`config.mk`:
```
export PLATFORM = sky130hd
export DESIGN_NAME = pc_fetch
export DESIGN_NICKNAME = d
export VERILOG_FILES = /design/src/rtl/pc_fetch.sv
export SDC_FILE = /design/constraint.sdc
export NUM_CORES = 1
export LEC_CHECK = 0
export BUFFER_PORTS_ARGS = -buffer_cell sky130_fd_sc_hd__buf_2
export CAP_MARGIN = 20
export CELL_PAD_IN_SITES_DETAIL_PLACEMENT = 1
export CELL_PAD_IN_SITES_GLOBAL_PLACEMENT = 2
export CORE_UTILIZATION = 25
export CTS_CLUSTER_SIZE = 25
export DETAILED_ROUTE_END_ITERATION = 8
export PLACE_DENSITY_LB_ADDON = 0.1
export SLEW_MARGIN = 20
export SYNTH_ARGS = -nofsm -noshare
export SYNTH_HDL_FRONTEND = slang
export SYNTH_SLANG_ARGS = --single-unit
```
`constraint.sdc`:
```
create_clock -name clk -period 2.65 [get_ports clk]
set_clock_uncertainty 0.05 [all_clocks]
set_input_delay 0.53 -clock clk [delete_from_list [all_inputs] [get_ports clk]]
set_output_delay 0.53 -clock clk [all_outputs]
set_load 0.05 [all_outputs]
```
`src/rtl/pc_fetch.sv`:
```
// Program counter and instruction fetch for picoMIPS: fetches a word over req/ack,
// holds it for the decoder, then applies the decoder's PC controls and counts retirement.
module pc_fetch #(
  parameter int unsigned Psize = 6,
  parameter int unsigned Isize = 24,
  parameter int unsigned Csize = 16
) (
  input  logic             clk,
  input  logic             reset,
  output logic             mem_req,
  output logic [Psize-1:0] mem_addr,
  input  logic             mem_ack,
  input  logic [Isize-1:0] mem_data,
  output logic [Isize-1:0] instr,
  output logic [5:0]       opcode,
  output logic             instr_valid,
  input  logic             stall,
  input  logic             PCincr,
  input  logic             PCabsbranch,
  input  logic             PCrelbranch,
  input  logic [Psize-1:0] branch_addr,
  input  logic [Psize-1:0] branch_off,
  output logic [Psize-1:0] pc,
  output logic [Csize-1:0] retired
);

  typedef enum logic [1:0] {
    StRst   = 2'd0,
    StFetch = 2'd1,
    StExec  = 2'd2
  } state_e;

  localparam logic [Psize-1:0] PcOne      = {{(Psize-1){1'b0}}, 1'b1};
  localparam logic [Csize-1:0] RetiredOne = {{(Csize-1){1'b0}}, 1'b1};

  state_e           state_q, state_d;
  logic [Psize-1:0] pc_q, pc_d;
  logic [Isize-1:0] instr_q, instr_d;
  logic [Csize-1:0] retired_q, retired_d;
  logic [Psize-1:0] next_pc;

  // branch_off is already Psize wide, so a plain modular add is the sign-extended add.
  always_comb begin
    next_pc = pc_q;
    if (PCabsbranch) begin
      next_pc = branch_addr;
    end else if (PCrelbranch) begin
      next_pc = pc_q + branch_off;
    end else if (PCincr) begin
      next_pc = pc_q + PcOne;
    end
  end

  always_comb begin
    state_d   = state_q;
    pc_d      = pc_q;
    instr_d   = instr_q;
    retired_d = retired_q;
    unique case (state_q)
      StRst: begin
        state_d = StFetch;
      end
      StFetch: begin
        if (mem_ack) begin
          instr_d = mem_data;
          state_d = StExec;
        end
      end
      StExec: begin
        if (!stall) begin
          pc_d      = next_pc;
          retired_d = retired_q + RetiredOne;
          state_d   = StFetch;
        end
      end
      default: begin
        state_d = StRst;
      end
    endcase
  end

  always_ff @(posedge clk) begin
    if (reset) begin
      state_q   <= StRst;
      pc_q      <= '0;
      instr_q   <= '0;
      retired_q <= '0;
    end else begin
      state_q   <= state_d;
      pc_q      <= pc_d;
      instr_q   <= instr_d;
      retired_q <= retired_d;
    end
  end

  assign mem_req     = (state_q == StFetch);
  assign instr_valid = (state_q == StExec);
  assign mem_addr    = pc_q;
  assign pc          = pc_q;
  assign instr       = instr_q;
  assign retired     = retired_q;
  assign opcode      = instr_q[Isize-1 -: 6];

endmodule

```
==> run summary <==
Final Max Tran Viols = 0
YS warnings = 0
Final #Nets = 401
Post-route minimum period = 2.01 ns
Final core occ = 34.0%
Root Buffer = clkbuf_8
Vias in the first global route = 1986
Crit. End Element = flip-flop
Int Pwr = 1.15 mW
Antenna Nets Post-Route = 0
Net Sw Frac = 28.1%
Number of fill cells = 1059
Row count = 33
RSZ-0062 raised after global routing = false
GPL Wtd Cong = 0.723
Sequential area share after synthesis = 43.8%
LEAKAGE = 1.34 nW
Area Growth Syn to Fin = 29.2%
Worst-margin pin slew = 0.491 ns
Resized cells post-CTS = 0
Pre-antenna DRT Iters = 3
Max-cap viol count = 0
Syn nets = 315
Final Hold Viols = 0
Number of setup buffers added after CTS = 0
WP data required = 2.81 ns
Mapped Area = 0.00219 mm2
Clock transition at path regs = 0.09 ns
Post-synth top area share = 43.8%
Critical Path AT = 2.17 ns
Final design instance area without fill = 0.00284 mm2
Status = finished clean
Wirelength, routed = 5.77 mm
Pin count of the biggest net entering global routing = 39
Remaining DRCs = 0
Setup TNS = 0 ns
GRT Resource Usage Total = 13.2%
Crit start category = primary input
Total die area = 0.00916 mm2
Syn Inst Count = 265
Total Power = 1.60 mW
Synth unique cells = 32
Class of the worst hold path = reg2reg
Io pins = 103
Die Height = 95.7 um
Fmax achieved = 498 MHz
Synthesis-stage register bit count = 48
Clock share of power = 36.4%
Setup CP Type = in2reg
Worst-Skew Late Latency = 0.29 ns
Yosys top cell by area = dfxtp_1
Post-DP HPWL = 4.26 mm
Area of placed instances = 0.00271 mm2
Effective utilization at floorplan = 26.3%
DR vias = 2024
H-tree depth = 2
Max Root-Sink Buffers = 2
Combinational share of power = 16.2%
Power per cell area = 565 mW/mm2
Max Fanout on Critical Path = 7
Top cells by area, synth = dfxtp_1 44%, nand2_1 9.9%, a21oi_1 6.8%, nor2_1 5.0%, buf_4 4.4%
First-pass GRT wire length = 9.23 mm
Psw = 450 uW
Worst slew margin = 67.3%
Max rail drop VDD = 0.308 mV
Hold_buf cts = 0
Sequential Power Share = 47.4%
DR iter-0 viols = 27
Final setup fails = 0
CTS Buf Count = 5
Setup slack at placement = 0.340 ns
Final WS setup = 0.642 ns
CTS tree = built
Layout cell share with drive strength beyond 1 = 33.0%
Port buffer count = 102
Clk sinks = 48
Die X = 95.7 um
Tcrit/Tclk final = 75.8%
Overflow left after global routing = 0
Initial antenna violation count = 1
Syn avg cell area = 8.28 um2
Drt via density = 4.42
Core area = 0.00834 mm2
Avg WL per Cell = 12.6 um
cell usage after synthesis:
cell type   n
a21oi_1    30
a21o_1      2
and3_1      3
nor4bb_1    1
or2_2       2
ha_1        6
xor2_1     11
nand2b_1    3
nand4_1     4
buf_2       2
fa_1        1
and2b_1     1
mux2i_1     3
o21ai_0     1
nand4bb_1   1
nor2_1     29
dfxtp_1    48
o211ai_1    1
nor3_1      1
a211oi_1    7
clkbuf_1   10
a221oi_1    1
xnor2_1     7
o31a_1      1
and2_1      4
nor4_4      1
nor3b_4     1
nor2b_1     3
nand2_1    58
nand3_1     4
inv_1       5
buf_4      13
cell usage in the layout (no fill, tap or decap), types with 2 or more instances in the layout:
| master | netlist | final |
|---|---|---|
| inv_1 | 5 | 5 |
| dfxtp_1 | 48 | 48 |
| nand3_1 | 4 | 4 |
| nor2b_1 | 3 | 3 |
| or2_2 | 2 | 2 |
| and2_1 | 4 | 4 |
| and3_1 | 3 | 3 |
| nand2_1 | 58 | 58 |
| clkbuf_8 | 0 | 7 |
| xnor2_1 | 7 | 7 |
| nor2_1 | 29 | 29 |
| buf_4 | 13 | 2 |
| nand2b_1 | 3 | 3 |
| a21oi_1 | 30 | 30 |
| a211oi_1 | 7 | 7 |
| mux2i_1 | 3 | 3 |
| xor2_1 | 11 | 11 |
| ha_1 | 6 | 6 |
| buf_2 | 2 | 102 |
| a21o_1 | 2 | 2 |
| nand4_1 | 4 | 4 |
power by group through the flow:
stage	Sequential, mW	Combinational (mW)	Clock [mW]
floorplan	0.847	0.120	0
finish	0.760	0.259	0.584
global route	0.764	0.284	0.644
global placement	0.776	0.263	0
detailed placement	0.777	0.265	0
CTS	0.760	0.265	0.621
cells by family after synthesis:
| kind of cell | share of synthesized area (%) |
|---|---|
| AOI/OAI and AO/OA | 11.3 |
| xor gates and xnor gates | 7.18 |
| adders and majority gates | 4.33 |
| buffers and inverters | 7.47 |
| DFF | 43.8 |
| muxes | 1.37 |
| and+or+nand+nor | 24.6 |
critical path, stage by stage:
cell and delay, ns:
buf_2 0.14, nand2b_1 0.07, ha_1 0.16, inv_1 0.05, fa_1 0.38, nor2b_1 0.17
o21ai_0 0.11, a211oi_1 0.25, a211oi_1 0.08, a211oi_1 0.23
path summary, 6_finish.rpt:
check | startpoint | endpoint | slack (ns) | cells past startpoint
setup / recovery | PCrelbranch | mem_addr[4] | 0.64 | 10
hold / removal | instr[14] | instr[14] | 0.41 | 2
setup reg to reg | mem_addr[0] | mem_addr[4] | 0.69 | 8
hold reg to reg | instr[14] | instr[14] | 0.41 | 2
flip-flops by register name, indices dropped and copies added (netlist names):
| register | cells |
|---|---|
| instr | 24 |
| retired | 16 |
| state_q | 2 |
| mem_addr | 6 |
stage by stage:
step / cells / hold slack, ns
2_1_floorplan: 265 / 0.533
3_3_place_gp: 449 / 0.388
3_5_place_dp: 449 / 0.396
4_1_cts: 457 / 0.394
5_1_grt: 457 / 0.400
6_report: 458 / 0.408
layout make-up:
| type | instances | area [um2] | area share, % |
|---|---|---|---|
| clock buffer | 7 | 96.3 | 3.40 |
| antenna | 1 | 2.50 | 0.0883 |
| timing repair buffer | 104 | 526 | 18.5 |
| clock inverter | 1 | 30.0 | 1.06 |
| sequential | 48 | 961 | 33.9 |
| inverter | 5 | 18.8 | 0.662 |
| tap | 105 | 131 | 4.63 |
| multi-input combinational | 187 | 1070 | 37.7 |
metal layers:
metal / track usage, % / routed length (um)
met1: 14.9 / 2490
met2: 23.6 / 2820
met3: 4.82 / 431
met4: 2.99 / 30
met5: 0 / 0
No activity file was read; power rests on OpenSTA's default activity.
